$ cat src/rtl/rr_mux_arbiter_if.sv
`default_nettype none
// ============================================================================
//  Module      : rr_mux_arbiter_if
//  Description : Bundle of the request / grant / handshake signals between the
//                round-robin arbiter, its requesting sources and the consumer
//                of the mux output.
//  Ports       : req, last, out_ready  - driven by the environment
//                sel, grant, out_valid,
//                busy                  - driven by the arbiter
//  Modports    : master - arbiter side (drives sel/grant/out_valid/busy)
//                slave  - environment side (drives req/last/out_ready)
//  Revision    : 1.0 - initial release
// ============================================================================
interface rr_mux_arbiter_if #(
  parameter int in_inputs = 16,
  parameter int log2ofin  = ($clog2(in_inputs) <= 0) ? 1 : $clog2(in_inputs)
);

  logic [in_inputs-1:0] req;        // per-source beat available
  logic [in_inputs-1:0] last;       // per-source packet-end flag
  logic                 out_ready;  // downstream accepts the current beat
  logic [log2ofin-1:0]  sel;        // index of the granted source (mux select)
  logic [in_inputs-1:0] grant;      // one-hot grant, zero when idle
  logic                 out_valid;  // mux output beat is valid
  logic                 busy;       // a grant is currently held

  modport master (
    input  req,
    input  last,
    input  out_ready,
    output sel,
    output grant,
    output out_valid,
    output busy
  );

  modport slave (
    output req,
    output last,
    output out_ready,
    input  sel,
    input  grant,
    input  out_valid,
    input  busy
  );

endinterface : rr_mux_arbiter_if
`default_nettype wire

$ cat src/rtl/rr_mux_arbiter.sv
`default_nettype none
// ============================================================================
//  Module      : rr_mux_arbiter
//  Description : Packet-locked round-robin arbiter driving a mux select.
//                In IDLE the first requesting source after the priority
//                pointer is picked and a registered sel/grant pair is loaded.
//                In GRANT the grant is held until a transferred beat carries
//                last (or, with the timeout option, until max_beats beats have
//                moved); the pointer then moves to the released source so the
//                next search starts just after it.
//  Ports       : clk        - clock, rising edge
//                rst        - synchronous active-high reset
//                bus        - rr_mux_arbiter_if.master
//                             (req, last, out_ready in;
//                              sel, grant, out_valid, busy out)
//  Options     : ARB_TIMEOUT_EN - when defined, a per-grant beat counter
//                                 force-releases the grant after max_beats
//                                 transferred beats.
//  Revision    : 1.0 - initial release
// ============================================================================
module rr_mux_arbiter #(
  parameter int in_inputs = 16,
  parameter int log2ofin  = ($clog2(in_inputs) <= 0) ? 1 : $clog2(in_inputs),
  parameter int max_beats = 16
) (
  input  wire              clk,
  input  wire              rst,
  rr_mux_arbiter_if.master bus
);

  // --------------------------------------------------------------------------
  // State encoding
  // --------------------------------------------------------------------------
  typedef enum logic [0:0] {
    IDLE  = 1'b0,
    GRANT = 1'b1
  } state_t;

  localparam logic [log2ofin-1:0] ptr_reset = log2ofin'(in_inputs - 1);

  // --------------------------------------------------------------------------
  // Registers and their next-state values
  // --------------------------------------------------------------------------
  state_t               state,    state_nx;
  logic [log2ofin-1:0]  ptr,      ptr_nx;     // last source that was served
  logic [log2ofin-1:0]  sel_q,    sel_nx;
  logic [in_inputs-1:0] grant_q,  grant_nx;

  // --------------------------------------------------------------------------
  // Handshake
  // --------------------------------------------------------------------------
  logic busy_w;
  logic out_valid_w;
  logic xfer;
  logic pkt_end;     // the transferring beat closes the current grant

  assign busy_w      = (state == GRANT);
  // Valid follows the held source's request; a stalled source simply drops
  // valid while keeping the grant.
  assign out_valid_w = busy_w & bus.req[sel_q];
  assign xfer        = out_valid_w & bus.out_ready;

  assign bus.sel       = sel_q;
  assign bus.grant     = grant_q;
  assign bus.busy      = busy_w;
  assign bus.out_valid = out_valid_w;

  // --------------------------------------------------------------------------
  // Optional beat limit
  // --------------------------------------------------------------------------
`ifdef ARB_TIMEOUT_EN
  localparam int cnt_w = $clog2(max_beats + 1);
  localparam logic [cnt_w-1:0] beat_max = cnt_w'(max_beats);

  logic [cnt_w-1:0] beat_cnt, beat_cnt_nx;
  logic [cnt_w-1:0] beat_cnt_inc;

  assign beat_cnt_inc = beat_cnt + 1'b1;
  // The beat that brings the count to max_beats ends the grant exactly like
  // a beat carrying last; the source re-arbitrates for the remainder.
  assign pkt_end = bus.last[sel_q] | (beat_cnt_inc == beat_max);
`else
  assign pkt_end = bus.last[sel_q];
`endif

  // --------------------------------------------------------------------------
  // Round-robin search
  // Candidates are ptr+1, ptr+2, ... ptr+in_inputs, folded back at
  // in_inputs (not at 2**log2ofin) so unused select codes are never produced.
  // The last candidate is ptr itself, which lets a lone requester win again.
  // --------------------------------------------------------------------------
  logic                found;
  logic [log2ofin-1:0] winner;
  int                  cand;

  always_comb begin
    found  = 1'b0;
    winner = '0;
    cand   = 0;
    for (int k = 1; k <= in_inputs; k++) begin
      cand = int'(ptr) + k;
      if (cand >= in_inputs) begin
        cand = cand - in_inputs;
      end
      if (!found && bus.req[cand[log2ofin-1:0]]) begin
        found  = 1'b1;
        winner = cand[log2ofin-1:0];
      end
    end
  end

  // --------------------------------------------------------------------------
  // Next-state and registered-output logic
  // --------------------------------------------------------------------------
  always_comb begin
    state_nx    = state;
    ptr_nx      = ptr;
    sel_nx      = sel_q;
    grant_nx    = grant_q;
`ifdef ARB_TIMEOUT_EN
    beat_cnt_nx = beat_cnt;
`endif

    case (state)
      IDLE: begin
        if (found) begin
          sel_nx           = winner;
          grant_nx         = '0;
          grant_nx[winner] = 1'b1;
          state_nx         = GRANT;
`ifdef ARB_TIMEOUT_EN
          beat_cnt_nx      = '0;
`endif
        end
      end

      GRANT: begin
        // Without a transfer everything holds, so sel is stable while
        // out_valid is waiting on out_ready. Requests from other sources
        // are not looked at here.
        if (xfer) begin
`ifdef ARB_TIMEOUT_EN
          beat_cnt_nx = beat_cnt_inc;
`endif
          if (pkt_end) begin
            ptr_nx   = sel_q;
            grant_nx = '0;
            state_nx = IDLE;
          end
        end
      end

      default: begin
        state_nx = IDLE;
        grant_nx = '0;
      end
    endcase
  end

  // --------------------------------------------------------------------------
  // State register
  // --------------------------------------------------------------------------
  always_ff @(posedge clk) begin
    if (rst) begin
      state    <= IDLE;
      ptr      <= ptr_reset;
      sel_q    <= '0;
      grant_q  <= '0;
`ifdef ARB_TIMEOUT_EN
      beat_cnt <= '0;
`endif
    end else begin
      state    <= state_nx;
      ptr      <= ptr_nx;
      sel_q    <= sel_nx;
      grant_q  <= grant_nx;
`ifdef ARB_TIMEOUT_EN
      beat_cnt <= beat_cnt_nx;
`endif
    end
  end

endmodule : rr_mux_arbiter
`default_nettype wire

$ cat src/flat_wrapper.sv
// flat-port wrapper written by rule: the top's interface ports become plain ports
module rr_mux_arbiter_flat 
#(
  parameter int in_inputs = 16,
  parameter int log2ofin  = ($clog2(in_inputs) <= 0) ? 1 : $clog2(in_inputs),
  parameter int max_beats = 16
)
  (clk, rst, bus_req, bus_last, bus_out_ready, bus_sel, bus_grant, bus_out_valid, bus_busy);
  rr_mux_arbiter_if #(.in_inputs(in_inputs), .log2ofin(log2ofin)) bus_i ();
  input  wire clk;
  input  wire rst;
  input wire logic [$bits(bus_i.req)-1:0] bus_req;
  input wire logic [$bits(bus_i.last)-1:0] bus_last;
  input wire logic [$bits(bus_i.out_ready)-1:0] bus_out_ready;
  output wire logic [$bits(bus_i.sel)-1:0] bus_sel;
  output wire logic [$bits(bus_i.grant)-1:0] bus_grant;
  output wire logic [$bits(bus_i.out_valid)-1:0] bus_out_valid;
  output wire logic [$bits(bus_i.busy)-1:0] bus_busy;
  assign bus_i.req = bus_req;
  assign bus_i.last = bus_last;
  assign bus_i.out_ready = bus_out_ready;
  assign bus_sel = bus_i.sel;
  assign bus_grant = bus_i.grant;
  assign bus_out_valid = bus_i.out_valid;
  assign bus_busy = bus_i.busy;
  rr_mux_arbiter #(.in_inputs(in_inputs), .log2ofin(log2ofin), .max_beats(max_beats)) u_core (.clk(clk), .rst(rst), .bus(bus_i));
endmodule
$ cat config.mk
export PLATFORM = sky130hd
export DESIGN_NAME = rr_mux_arbiter_flat
export DESIGN_NICKNAME = d
export VERILOG_FILES = /design/src/rtl/rr_mux_arbiter_if.sv /design/src/rtl/rr_mux_arbiter.sv /design/src/flat_wrapper.sv
export SDC_FILE = /design/constraint.sdc
export NUM_CORES = 1
export LEC_CHECK = 0
export ABC_AREA = 0
export BUFFER_PORTS_ARGS = -buffer_cell sky130_fd_sc_hd__buf_2
export CORE_AREA = 2 2 104 106
export DETAILED_ROUTE_END_ITERATION = 12
export DIE_AREA = 0 0 106 108
export PLACE_DENSITY = 0.5
export SETUP_SLACK_MARGIN = 0.5
export SKIP_CTS_REPAIR_TIMING = 1
export SYNTH_ARGS = -nofsm -noshare
export SYNTH_HDL_FRONTEND = slang
export SYNTH_SLANG_ARGS = --single-unit
$ cat constraint.sdc
create_clock -name clk -period 4.9 [get_ports clk]
set_input_delay 0.49 -clock clk [delete_from_list [all_inputs] [get_ports clk]]
set_output_delay 0.49 -clock clk [all_outputs]
set_load 0.05 [all_outputs]
==> impl_metrics.prom, run 1 <==
# TYPE chip_impl_metric gauge
chip_impl_info{name="result_of_the_run",value="finished clean"} 1
chip_impl_metric{name="drt_pass1_iterations",unit=""} 5
chip_impl_metric{name="layout.cells.non_filler",unit=""} 578
chip_impl_metric{name="met2_length",unit="mm"} 5.56
chip_impl_metric{name="ys_seq_elements",unit=""} 25
chip_impl_info{name="regToRegStartpoint",value="u_core.ptr[1]$_SDFFE_PP1P_"} 1
chip_impl_metric{name="tritoncts.num_buffers",unit=""} 3
chip_impl_metric{name="cts.reportedPaths.clkPinSlew",unit="ns"} 0.09
chip_impl_metric{name="power.density_cell_area",unit="nW/µm²"} 598
chip_impl_metric{name="final.min_clock_period",unit="ns"} 4.21
chip_impl_metric{name="clock_latency",unit="ns"} 0.27
chip_impl_metric{name="cap_violations",unit=""} 0
chip_impl_info{name="synthFlopType",value="dfxtp_1"} 1
chip_impl_metric{name="ff2ff_path_depth",unit=""} 13
chip_impl_metric{name="r2r_slack",unit="ns"} 0.69
chip_impl_metric{name="h-tree-depth",unit=""} 1
chip_impl_metric{name="asyncSetResetFlopFracSynth",unit="%"} 0
chip_impl_metric{name="remaining_drc_errors",unit=""} 0
chip_impl_metric{name="place.detailed.hpwl",unit="mm"} 8.83
chip_impl_metric{name="wl_met3",unit="µm"} 695
chip_impl_metric{name="port_buffers",unit=""} 56
chip_impl_metric{name="clkSinkCount",unit=""} 25
chip_impl_metric{name="gpl.final_weighted_congestion",unit=""} 0.897
chip_impl_info{name="grt_setup_unrepaired",value="no"} 1
chip_impl_metric{name="synth_sequential_area_ratio",unit="%"} 14.1
chip_impl_metric{name="drive_above_1_share",unit="%"} 32.8
chip_impl_metric{name="mappedNetlistNets",unit=""} 438
chip_impl_metric{name="cell_internal_pwr",unit="mW"} 1.11
chip_impl_metric{name="critical_path_peak_fanout",unit=""} 10
chip_impl_metric{name="irDropWorstVdd",unit="mV"} 0.293
chip_impl_metric{name="worstPathRequired",unit="ns"} 5.08
chip_impl_info{name="holdCritPathClass",value="flip-flop to flip-flop"} 1
chip_impl_metric{name="fp.dieW",unit="µm"} 106
chip_impl_info{name="synthTopCellsByArea",value="mux4_2 20%, dfxtp_1 14%, mux2i_1 7.0%, mux2_2 4.4%, nor2_1 4.2%"} 1
chip_impl_metric{name="start_util",unit="%"} 34.8
chip_impl_metric{name="grt_max_degree",unit=""} 37
chip_impl_info{name="setup.worst_path.end_class",value="flip-flop"} 1
chip_impl_metric{name="fill_cells",unit=""} 1020
chip_impl_metric{name="synth.top_cell.area_share",unit="%"} 19.6
chip_impl_info{name="min_delay_worst_endpoint",value="u_core.bus.grant[13]$_SDFFE_PP0P_"} 1
chip_impl_metric{name="diodes",unit=""} 0
chip_impl_info{name="yosys.cell_count.top_type",value="nor2_1"} 1
chip_impl_metric{name="final-max-slew-violation-count",unit=""} 0
chip_impl_metric{name="timing.fmax",unit="GHz"} 0.238
chip_impl_metric{name="setup-violations-final",unit=""} 0
chip_impl_metric{name="sequentialPowerShare",unit="%"} 13.1
chip_impl_metric{name="vias",unit=""} 3549
chip_impl_metric{name="syn_to_final_growth",unit="%"} 16.2
chip_impl_metric{name="num_io_pins",unit=""} 57
chip_impl_metric{name="die_height",unit="µm"} 108
chip_impl_metric{name="first_global_vias",unit=""} 3486
chip_impl_metric{name="post-route-period-util",unit="%"} 85.9
chip_impl_metric{name="cp.arrival",unit="ns"} 4.39
chip_impl_info{name="worst_hold_startpoint",value="u_core.bus.grant[13]$_SDFFE_PP0P_"} 1
chip_impl_metric{name="overflow",unit=""} 0
chip_impl_info{name="crit_path_start_kind",value="flip-flop"} 1
chip_impl_info{name="clock-root-buffer",value="clkbuf_8"} 1
chip_impl_metric{name="synth_cells",unit=""} 395
chip_impl_metric{name="global_route_wire_length_before_repair",unit="mm"} 18.1
chip_impl_metric{name="min_delay_path_depth",unit=""} 2
chip_impl_info{name="post_synth_most_frequent_cells",value="40 x nor2_1, 32 x nand2_1, 31 x mux4_2, 25 x dfxtp_1, 25 x mux2i_1"} 1
chip_impl_metric{name="p_switching",unit="mW"} 1.37
chip_impl_info{name="critical_path_start_end_classification",value="flip-flop to flip-flop"} 1
chip_impl_metric{name="power.share.switching",unit="%"} 55.3
chip_impl_metric{name="post_drt_via_cell_ratio",unit=""} 6.14
chip_impl_metric{name="timing.final.hold_violations",unit=""} 0
chip_impl_metric{name="pwr-share-clk",unit="%"} 4.9
chip_impl_metric{name="total_negative_setup_slack",unit="ns"} 0
chip_impl_metric{name="synth_enable_flop_cells",unit=""} 0
chip_impl_metric{name="drt_first_iter_violations",unit=""} 335
chip_impl_metric{name="syn_area_per_cell",unit="µm²"} 9.01
chip_impl_metric{name="final.hold.worst_slack",unit="ns"} 0.455
chip_impl_metric{name="core-area",unit="µm²"} 10200
chip_impl_info{name="crit_chain",value="inv_1 > buf_4 > ha_2 > mux4_2 > mux2_2 > mux2i_4 > and4_4 > nand2b_1 > a2111o_1 > a32o_1 > a31oi_4 > or3b_1 > o31ai_1"} 1
chip_impl_info{name="critical-path-slowest-cell",value="ha_2"} 1
chip_impl_metric{name="wirelength_met1",unit="mm"} 4.99
chip_impl_metric{name="fin_skew",unit="ns"} 0.00829
chip_impl_metric{name="cellLeakagePower",unit="nW"} 1.61
chip_impl_info{name="cell_type_with_the_largest_total_area_after_synthesis",value="mux4_2"} 1
chip_impl_metric{name="dp_cells",unit=""} 574
chip_impl_metric{name="grt_use_total",unit="%"} 19.8
chip_impl_info{name="cts_tree",value="built"} 1
chip_impl_metric{name="slew_at_the_pin_closest_to_its_max_slew_limit",unit="ns"} 0.916
chip_impl_metric{name="cts_buffer_depth",unit=""} 2
chip_impl_metric{name="synthesis.area",unit="µm²"} 3560
chip_impl_metric{name="routed_len_inst",unit="µm"} 19.7
chip_impl_info{name="reg2reg_to",value="u_core.bus.grant[8]$_SDFFE_PP0P_"} 1
chip_impl_metric{name="yosys_warnings",unit=""} 0
chip_impl_metric{name="grt_antenna_before_repair",unit=""} 0
chip_impl_metric{name="final_nets",unit=""} 486
chip_impl_metric{name="max_slew_margin",unit="%"} 38.5
chip_impl_metric{name="placementRows",unit=""} 37
chip_impl_info{name="top_signal_layer_used",value="met4"} 1
chip_impl_metric{name="max_stage_delay",unit="ns"} 0.46
chip_impl_metric{name="die_footprint",unit="µm²"} 11400
chip_impl_metric{name="routed_antenna_nets",unit=""} 0
chip_impl_metric{name="routed_wirelength",unit="mm"} 11.4
chip_impl_metric{name="comb_power_share",unit="%"} 82.0
chip_impl_metric{name="number_of_distinct_library_cells_after_synthesis",unit=""} 71
cell type report:
class	instances	area (µm²)	share of cell area (%)
clock buffers	3	41.3	0.998
clock inverters	1	7.51	0.181
inverters	14	52.6	1.27
well taps	136	170	4.11
flip-flops and latches	25	503	12.2
repair buffers	67	370	8.95
multi-input cells	332	2990	72.3
worst max path at each step:
stage | from | to | cells after the start
6_report | u_core.ptr[1]$_SDFFE_PP1P_ | u_core.bus.grant[8]$_SDFFE_PP0P_ | 13
5_1_grt | u_core.ptr[1]$_SDFFE_PP1P_ | u_core.bus.grant[0]$_SDFFE_PP0P_ | 12
4_1_cts | u_core.ptr[1]$_SDFFE_PP1P_ | u_core.bus.grant[8]$_SDFFE_PP0P_ | 12
3_5_place_dp | u_core.ptr[1]$_SDFFE_PP1P_ | u_core.bus.grant[8]$_SDFFE_PP0P_ | 12
3_3_place_gp | u_core.ptr[1]$_SDFFE_PP1P_ | u_core.bus.grant[9]$_SDFFE_PP0P_ | 12
2_1_floorplan | u_core.ptr[1]$_SDFFE_PP1P_ | u_core.bus.grant[8]$_SDFFE_PP0P_ | 15
metrics by stage:
stage               power (mW)  utilization, %  instance area [µm²]  worst slack, ns
finish                    2.47            40.4                 4140            0.692
global route              2.67            40.4                 4140            0.465
CTS                       2.38            39.2                 4010            0.196
detailed placement        2.24            38.7                 3960            0.242
global placement          2.25            38.7                 3960            0.180
floorplan                 1.79               -                 3570            0.555
logic make-up (layout without fill, tap and decap cells):
logic type      Yosys count  after routing  share of synthesized area, %
simple gates            129            129                          17.9
compound gates          109            109                          23.2
mux                      75             75                          34.4
buf+inv                  38             85                          5.02
flops                    25             25                          14.1
xor+xnor                 11             11                          2.71
fa+ha+maj                 8              8                          2.81
power groups by stage:
| stage | clock network, mW | logic (mW) | registers, mW |
|---|---|---|---|
| finish | 0.122 | 2.03 | 0.323 |
| CTS | 0.128 | 1.92 | 0.326 |
| global placement | 0 | 1.93 | 0.328 |
| floorplan | 0 | 1.37 | 0.422 |
| detailed placement | 0 | 1.91 | 0.331 |
| global route | 0.133 | 2.20 | 0.336 |
worst max-delay path, delay by kind of cell (launching register included):
kind            cells  cell delay, ns
compound gates      4            1.16
flops               1            0.45
simple gates        3            0.87
buf+inv             2            0.31
mux                 3            0.86
fa+ha+maj           1            0.46
layer usage:
layer	vias up	GRT usage, %
met4	0	3.57
li1	1635	-
met2	148	35.1
met3	10	1.81
met1	1756	26.7
met5	-	0
layout by cell type, fill, tap and decap left out, types with 10 or more instances in the layout:
| master | netlist | layout |
|---|---|---|
| buf_2 | 11 | 56 |
| nor2_1 | 40 | 40 |
| nand2_1 | 32 | 32 |
| mux4_2 | 31 | 32 |
| mux2i_1 | 25 | 23 |
| dfxtp_1 | 25 | 23 |
| a21oi_1 | 19 | 18 |
| mux2_2 | 14 | 14 |
| inv_1 | 12 | 12 |
| o31ai_1 | 11 | 11 |
| nor3_1 | 12 | 11 |
| o21ai_0 | 10 | 10 |
flip-flops by register name, indices dropped and copies added, names as in the netlist:
| name | count |
|---|---|
| u_core.ptr | 4 |
| u_core.bus.busy | 1 |
| u_core.bus.sel | 4 |
| u_core.bus.grant | 16 |
No activity file was read; power rests on OpenSTA's default activity.
==> run 2: changes to the inputs <==
--- a/config.mk
+++ b/config.mk
@@ -5,12 +5,13 @@
 export SDC_FILE = /design/constraint.sdc
 export NUM_CORES = 1
 export LEC_CHECK = 0
-export ABC_AREA = 0
+export ABC_AREA = 1
+export ABC_CLOCK_PERIOD_IN_PS = 4900
 export BUFFER_PORTS_ARGS = -buffer_cell sky130_fd_sc_hd__buf_2
-export CORE_AREA = 2 2 104 106
+export CORE_AREA = 2 2 83 85
 export DETAILED_ROUTE_END_ITERATION = 12
-export DIE_AREA = 0 0 106 108
-export PLACE_DENSITY = 0.5
+export DIE_AREA = 0 0 85 87
+export PLACE_DENSITY = 0.68
 export SETUP_SLACK_MARGIN = 0.5
 export SKIP_CTS_REPAIR_TIMING = 1
 export SYNTH_ARGS = -nofsm -noshare
==> run 2 against run 1 <==
  * Area after synthesis is 12% lower
  * Synthesized cell count is 37% higher
  * Final cell count is 15% higher
  * Core utilization is 13 points higher
  * Fmax is 7.4% higher
  * Hold slack better by 0.0094 ns
  * First-iteration DRC count is 16% lower
  * Register-to-register slack better by 0.29 ns
  * Total power is 4.9% higher
  * Sequential cell count stayed put
  * Setup slack better by 0.29 ns
  * Largest cell class unchanged
==> impl_metrics.prom, run 2 <==
# TYPE chip_impl_metric gauge
chip_impl_metric{name="cts.reportedPaths.clkPinSlew",unit="ns"} 0.08
chip_impl_metric{name="setup-violations-final",unit=""} 0
chip_impl_metric{name="gpl.final_weighted_congestion",unit=""} 0.950
chip_impl_info{name="synthTopCellsByArea",value="nand3_1 17%, nand2_1 17%, dfxtp_1 16%, nor2_1 7.8%, inv_1 5.1%"} 1
chip_impl_metric{name="asyncSetResetFlopFracSynth",unit="%"} 0
chip_impl_metric{name="clock_latency",unit="ns"} 0.26
chip_impl_metric{name="remaining_drc_errors",unit=""} 0
chip_impl_metric{name="slew_at_the_pin_closest_to_its_max_slew_limit",unit="ns"} 0.846
chip_impl_metric{name="final_nets",unit=""} 631
chip_impl_metric{name="cap_violations",unit=""} 0
chip_impl_metric{name="overflow",unit=""} 0
chip_impl_metric{name="timing.final.hold_violations",unit=""} 0
chip_impl_metric{name="die_footprint",unit="µm²"} 7400
chip_impl_metric{name="grt_use_total",unit="%"} 25.1
chip_impl_metric{name="worstPathRequired",unit="ns"} 5.10
chip_impl_metric{name="routed_antenna_nets",unit=""} 0
chip_impl_metric{name="port_buffers",unit=""} 56
chip_impl_metric{name="synthesis.area",unit="µm²"} 3140
chip_impl_metric{name="num_io_pins",unit=""} 57
chip_impl_metric{name="max_slew_margin",unit="%"} 43.0
chip_impl_metric{name="synth_cells",unit=""} 540
chip_impl_metric{name="core-area",unit="µm²"} 6570
chip_impl_metric{name="diodes",unit=""} 0
chip_impl_metric{name="vias",unit=""} 3715
chip_impl_metric{name="timing.fmax",unit="GHz"} 0.255
chip_impl_metric{name="placementRows",unit=""} 30
chip_impl_metric{name="clkSinkCount",unit=""} 25
chip_impl_info{name="most_frequent_standard_cell_in_the_layout_excluding_fill_and_tap_cells",value="nand2_1"} 1
chip_impl_metric{name="critical_path_peak_fanout",unit=""} 17
chip_impl_metric{name="die_height",unit="µm"} 87
chip_impl_metric{name="number_of_distinct_library_cells_after_synthesis",unit=""} 41
chip_impl_info{name="mostFrequentLayoutCells",value="138 x nand2_1, 109 x nand3_1, 65 x nor2_1"} 1
chip_impl_metric{name="first_global_vias",unit=""} 3350
chip_impl_info{name="holdCritPathClass",value="flip-flop to flip-flop"} 1
chip_impl_info{name="synthFlopType",value="dfxtp_1"} 1
chip_impl_info{name="post_synth_most_frequent_cells",value="138 x nand2_1, 109 x nand3_1, 65 x nor2_1, 43 x inv_1, 27 x o21ai_0"} 1
chip_impl_info{name="cell_type_with_the_largest_total_area_after_synthesis",value="nand3_1"} 1
chip_impl_metric{name="start_util",unit="%"} 47.7
chip_impl_info{name="result_of_the_run",value="finished clean"} 1
chip_impl_info{name="clock-root-buffer",value="clkbuf_8"} 1
chip_impl_metric{name="place.detailed.hpwl",unit="mm"} 7.53
chip_impl_info{name="grt_setup_unrepaired",value="no"} 1
chip_impl_metric{name="final.min_clock_period",unit="ns"} 3.92
chip_impl_metric{name="routed_len_inst",unit="µm"} 14.1
chip_impl_metric{name="post_drt_via_cell_ratio",unit=""} 5.57
chip_impl_metric{name="syn_to_final_growth",unit="%"} 11.8
chip_impl_metric{name="post-route-period-util",unit="%"} 80.0
chip_impl_metric{name="h-tree-depth",unit=""} 1
chip_impl_metric{name="post-route-cell-area",unit="µm²"} 3510
chip_impl_metric{name="irDropWorstVdd",unit="mV"} 0.409
chip_impl_metric{name="final-max-slew-violation-count",unit=""} 0
chip_impl_metric{name="cellLeakagePower",unit="nW"} 1.77
chip_impl_metric{name="yosys_warnings",unit=""} 0
chip_impl_metric{name="syn_area_per_cell",unit="µm²"} 5.81
chip_impl_metric{name="synth_enable_flop_cells",unit=""} 0
chip_impl_metric{name="synth.top_cell.area_share",unit="%"} 17.4
chip_impl_metric{name="cp.arrival",unit="ns"} 4.11
chip_impl_info{name="critical_path_start_end_classification",value="flip-flop to flip-flop"} 1
chip_impl_info{name="crit_path_start_kind",value="flip-flop"} 1
chip_impl_metric{name="final_util",unit="%"} 53.4
chip_impl_metric{name="tritoncts.num_buffers",unit=""} 3
chip_impl_metric{name="cts_buffer_depth",unit=""} 2
chip_impl_info{name="cts_tree",value="built"} 1
chip_impl_metric{name="power.density_cell_area",unit="nW/µm²"} 740
chip_impl_metric{name="mappedNetlistNets",unit=""} 583
chip_impl_metric{name="number_of_flip_flops_under_the_largest_register_name",unit=""} 16
chip_impl_metric{name="global_route_wire_length_before_repair",unit="mm"} 15.4
chip_impl_metric{name="grt_max_degree",unit=""} 24
chip_impl_metric{name="synth_sequential_area_ratio",unit="%"} 16.0
chip_impl_metric{name="ys_seq_elements",unit=""} 25
chip_impl_metric{name="total_negative_setup_slack",unit="ns"} 0
chip_impl_metric{name="drive_above_1_share",unit="%"} 18.9
chip_impl_metric{name="routed_wirelength",unit="mm"} 9.41
chip_impl_metric{name="fp.dieW",unit="µm"} 85
chip_impl_metric{name="drt_pass1_iterations",unit=""} 7
chip_impl_info{name="yosys.cell_count.top_type",value="nand2_1"} 1
chip_impl_metric{name="total_power",unit="mW"} 2.59
chip_impl_metric{name="grt_antenna_before_repair",unit=""} 0
chip_impl_info{name="setup.worst_path.end_class",value="flip-flop"} 1
chip_impl_metric{name="fin_skew",unit="ns"} 0.00280
chip_impl_metric{name="drt_first_iter_violations",unit=""} 282
chip_impl_metric{name="dpl_cell_area",unit="µm²"} 3450
[run 2: path summary, 6_finish.rpt]
path | startpoint | to | slack, ns | depth (start not counted)
worst max-delay path | u_core.ptr[1]$_SDFFE_PP1P_ | u_core.bus.grant[0]$_SDFFE_PP0P_ | 0.98 | 24
worst min-delay path | u_core.bus.grant[11]$_SDFFE_PP0P_ | u_core.bus.grant[11]$_SDFFE_PP0P_ | 0.46 | 2
worst max register to register | u_core.ptr[1]$_SDFFE_PP1P_ | u_core.bus.grant[0]$_SDFFE_PP0P_ | 0.98 | 24
worst min register to register | u_core.bus.grant[11]$_SDFFE_PP0P_ | u_core.bus.grant[11]$_SDFFE_PP0P_ | 0.46 | 2
[run 2: final cells by class]
type                    instances  area, µm²
fillers                       695       3060
multi-input cells             442       2330
flip-flops and latches         25        502
repair buffers                 60        310
inverters                      56        219
well taps                      80        100
clock buffers                   3       41.3
clock inverters                 1       5.00
[run 2: kinds of logic (layout without fill, tap and decap cells)]
family / count (synthesis) / count (layout) / synth area share, %
xor gates and xnor gates: 8 / 8 / 2.95
AOI/OAI and AO/OA: 73 / 73 / 14.0
and+or+nand+nor: 353 / 353 / 54.0
buffers and inverters: 73 / 120 / 9.86
DFF: 25 / 25 / 16.0
adders and majority gates: 8 / 8 / 3.19
[run 2: routing by layer]
metal  track usage [%]  routed length, µm  part of all wire (%)  vias to the layer above
met3              2.18                631                   6.7                       13
met2              41.5               4290                    46                      146
met5                 0                  0                     0                        -
li1                  -                  -                     -                     1900
met4              7.07                173                   1.8                        0
met1              35.1               4310                    46                     1656
[run 2: critical path, stage by stage (launching register included)]
cell        delay, ns
dfxtp_2          0.54
inv_1            0.11
ha_2             0.50
clkinvlp_4       0.31
nand3_1          0.21
nand3_1          0.09
nand2_1          0.08
nand2_1          0.12
nand2_4          0.14
inv_1            0.09
nand4_1          0.07
nand2_1          0.06
nor2_1           0.09
nand2_1          0.06
nor2_1           0.12
nand3_1          0.08
nor2_1           0.15
nand3_1          0.11
nor2_1           0.09
nand3_1          0.09
nor2_1           0.11
nand3_1          0.15
nor2_1           0.26
nand2_1          0.09
a21oi_1          0.13
[run 2: power by group]
| part | switching (mW) | internal [mW] | leakage, nW |
|---|---|---|---|
| registers | 0.0683 | 0.251 | 0.203 |
| logic | 1.55 | 0.613 | 1.54 |
| clock network | 0.0601 | 0.0567 | 0.0255 |
[run 2: through the flow]
stage	setup WS, ns	std cells	hold WS, ns
final	0.982	667	0.464
after global routing	0.546	667	0.484
after CTS	0.681	667	0.465
after detailed placement	0.713	663	0.452
after global placement	0.848	663	0.450
after floorplan	1.49	540	0.590
==> run 3: changes to the inputs <==
--- a/config.mk
+++ b/config.mk
@@ -6,7 +6,7 @@
 export NUM_CORES = 1
 export LEC_CHECK = 0
 export ABC_AREA = 1
-export ABC_CLOCK_PERIOD_IN_PS = 4900
+export ABC_CLOCK_PERIOD_IN_PS = 4100
 export BUFFER_PORTS_ARGS = -buffer_cell sky130_fd_sc_hd__buf_2
 export CORE_AREA = 2 2 83 85
 export DETAILED_ROUTE_END_ITERATION = 12
==> constraint.sdc (replaced) <==
create_clock -name clk -period 4.1 [get_ports clk]
set_input_delay 0.41 -clock clk [delete_from_list [all_inputs] [get_ports clk]]
set_output_delay 0.41 -clock clk [all_outputs]
set_load 0.05 [all_outputs]
==> run 3 against run 2 <==
  * First-iteration DRC count grew 23%
  * Critical path depth decreased by 3
  * Hold slack worse by 0.012 ns
  * Core utilization up 5.3 points
  * Total power grew 35%
  * Setup slack worse by 0.29 ns
  * Register-to-register slack got worse by 0.29 ns
  * Via count grew 4.8%
  * Critical endpoint is now u_core.bus.grant[5]$_SDFFE_PP0P_
  * Largest power group unchanged
==> impl_metrics.prom, run 3 (synthesis results as in run 2) <==
# TYPE chip_impl_metric gauge
chip_impl_info{name="result_of_the_run",value="finished clean"} 1
chip_impl_metric{name="port_buffers",unit=""} 56
chip_impl_metric{name="fp.dieW",unit="µm"} 85
chip_impl_metric{name="final_nets",unit=""} 651
chip_impl_info{name="holdCritPathClass",value="input port to flip-flop"} 1
chip_impl_metric{name="power.density_cell_area",unit="nW/µm²"} 909
chip_impl_metric{name="post_drt_via_cell_ratio",unit=""} 5.67
chip_impl_info{name="setup.worst_path.end_class",value="flip-flop"} 1
chip_impl_metric{name="num_io_pins",unit=""} 57
chip_impl_metric{name="drt_pass1_iterations",unit=""} 5
chip_impl_metric{name="die_height",unit="µm"} 87
chip_impl_metric{name="grt.met1_usage",unit="%"} 34.2
chip_impl_metric{name="first_global_vias",unit=""} 3258
chip_impl_metric{name="timing.final.hold_violations",unit=""} 0
chip_impl_metric{name="post-route-worst-setup-slack",unit="ns"} 0.690
chip_impl_info{name="busiest_layer",value="met2"} 1
chip_impl_metric{name="globalRouteMet2Util",unit="%"} 41.8
chip_impl_metric{name="ff2ff_path_depth",unit=""} 21
chip_impl_metric{name="slew_at_the_pin_closest_to_its_max_slew_limit",unit="ns"} 0.984
chip_impl_metric{name="placementRows",unit=""} 30
chip_impl_info{name="critical_path_start_end_classification",value="flip-flop to flip-flop"} 1
chip_impl_metric{name="routed_len_inst",unit="µm"} 14.8
chip_impl_metric{name="timing.fmax",unit="GHz"} 0.293
chip_impl_metric{name="max_slew_margin",unit="%"} 33.7
chip_impl_metric{name="syn_to_final_growth",unit="%"} 23.0
chip_impl_metric{name="drive_above_1_share",unit="%"} 25.7
chip_impl_metric{name="total_power",unit="mW"} 3.50
chip_impl_metric{name="cap_violations",unit=""} 0
chip_impl_metric{name="setup-violations-final",unit=""} 0
chip_impl_metric{name="tritoncts.num_buffers",unit=""} 3
chip_impl_metric{name="cts_buffer_depth",unit=""} 2
chip_impl_metric{name="global_route_wire_length_before_repair",unit="mm"} 15.3
chip_impl_metric{name="dp_slack",unit="ns"} 0.547
chip_impl_metric{name="irDropWorstVdd",unit="mV"} 0.641
chip_impl_metric{name="final-max-slew-violation-count",unit=""} 0
chip_impl_metric{name="post-route-period-util",unit="%"} 83.2
chip_impl_info{name="mostFrequentLayoutCells",value="133 x nand2_1, 106 x nand3_1, 58 x nor2_1"} 1
chip_impl_metric{name="min_delay_path_depth",unit=""} 4
chip_impl_metric{name="remaining_drc_errors",unit=""} 0
chip_impl_metric{name="gpl.final_weighted_congestion",unit=""} 0.941
chip_impl_metric{name="drt_first_iter_violations",unit=""} 348
chip_impl_metric{name="core-area",unit="µm²"} 6570
chip_impl_metric{name="place.detailed.hpwl",unit="mm"} 7.44
chip_impl_metric{name="total_negative_setup_slack",unit="ns"} 0
chip_impl_info{name="grt_setup_unrepaired",value="no"} 1
chip_impl_metric{name="cellLeakagePower",unit="nW"} 1.90
chip_impl_metric{name="final.hold.worst_slack",unit="ns"} 0.453
chip_impl_metric{name="multi_input_area",unit="µm²"} 2490
chip_impl_metric{name="number_of_flip_flops_under_the_largest_register_name",unit=""} 16
chip_impl_metric{name="routed_antenna_nets",unit=""} 0
chip_impl_metric{name="diodes",unit=""} 0
chip_impl_metric{name="cts.reportedPaths.clkPinSlew",unit="ns"} 0.08
chip_impl_metric{name="final_util",unit="%"} 58.7
chip_impl_metric{name="overflow",unit=""} 0
chip_impl_metric{name="vias",unit=""} 3894
chip_impl_metric{name="start_util",unit="%"} 47.7
chip_impl_info{name="crit_path_start_kind",value="flip-flop"} 1
chip_impl_metric{name="cp.arrival",unit="ns"} 3.61
chip_impl_metric{name="fin_skew",unit="ns"} 0.00719
chip_impl_metric{name="grtUsageMet3",unit="%"} 2.94
chip_impl_metric{name="die_footprint",unit="µm²"} 7400
chip_impl_metric{name="grt_max_degree",unit=""} 24
chip_impl_metric{name="h-tree-depth",unit=""} 1
chip_impl_metric{name="clock_latency",unit="ns"} 0.27
chip_impl_metric{name="final.min_clock_period",unit="ns"} 3.41
chip_impl_metric{name="critical_path_peak_fanout",unit=""} 16
chip_impl_metric{name="layout.area.seq",unit="µm²"} 502
chip_impl_metric{name="routed_wirelength",unit="mm"} 10.2
chip_impl_metric{name="clkSinkCount",unit=""} 25
chip_impl_metric{name="grt_use_total",unit="%"} 25.5
chip_impl_info{name="most_frequent_standard_cell_in_the_layout_excluding_fill_and_tap_cells",value="nand2_1"} 1
chip_impl_metric{name="worstPathRequired",unit="ns"} 4.30
chip_impl_metric{name="grt_antenna_before_repair",unit=""} 0
chip_impl_info{name="clock-root-buffer",value="clkbuf_8"} 1
chip_impl_info{name="cts_tree",value="built"} 1
chip_impl_metric{name="fill_cells",unit=""} 627
==> run 3: path summary, 6_finish.rpt <==
path / from / endpoint / slack, ns
min reg2reg: u_core.bus.grant[11]$_SDFFE_PP0P_ / u_core.bus.grant[11]$_SDFFE_PP0P_ / 0.46
min: bus_out_ready / u_core.bus.busy$_SDFF_PP0_ / 0.45
max reg2reg: u_core.ptr[1]$_SDFFE_PP1P_ / u_core.bus.grant[5]$_SDFFE_PP0P_ / 0.69
max: u_core.ptr[1]$_SDFFE_PP1P_ / u_core.bus.grant[5]$_SDFFE_PP0P_ / 0.69
==> run 3: stage by stage <==
step,area (µm²),instances
6_report,3860,687
3_5_place_dp,3470,666
2_1_floorplan,3140,540
4_1_cts,3520,670
5_1_grt,3860,687
3_3_place_gp,3470,666
==> run 3: power breakdown <==
| part | total, mW | internal, mW | switching [mW] | leakage [nW] |
|---|---|---|---|---|
| Clock | 0.143 | 0.0680 | 0.0750 | 0.0255 |
| Combinational | 3.00 | 0.934 | 2.06 | 1.67 |
| Sequential | 0.361 | 0.300 | 0.0608 | 0.203 |
| Total | 3.50 | 1.30 | 2.20 | 1.90 |
==> run 3: critical path, cell delays in order (launching register included) <==
cell and delay (ns):
dfxtp_1 0.37, inv_2 0.07, buf_8 0.16, ha_4 0.31, clkinvlp_4 0.14, nand3_1 0.13, nand2_1 0.10, nand2_2 0.10
nand2_4 0.08, nor2_8 0.13, nand4_4 0.12, nor2_8 0.18, nand4_4 0.10, nor2_4 0.21, nand4_4 0.15, nor2_4 0.21
nand3_2 0.13, nand3_1 0.11, nand2_2 0.09, nor2_2 0.22, nand2_1 0.08, a21oi_1 0.13
==> run 3: area by class of cell <==
type                            instances  share of cell area, %
Clock inverter                          1                  0.130
Tap cell                               80                   2.60
Timing Repair Buffer                   79                   12.8
Clock buffer                            3                   1.07
Inverter                               56                   5.78
Sequential cell                        25                   13.0
Multi-Input combinational cell        443                   64.7
==> run 3: routing by layer <==
metal / share of wire [%] / vias to the layer above
met5: 0 / -
met4: 3.1 / 0
met3: 6.3 / 28
met2: 47 / 163
met1: 44 / 1757
li1: - / 1946
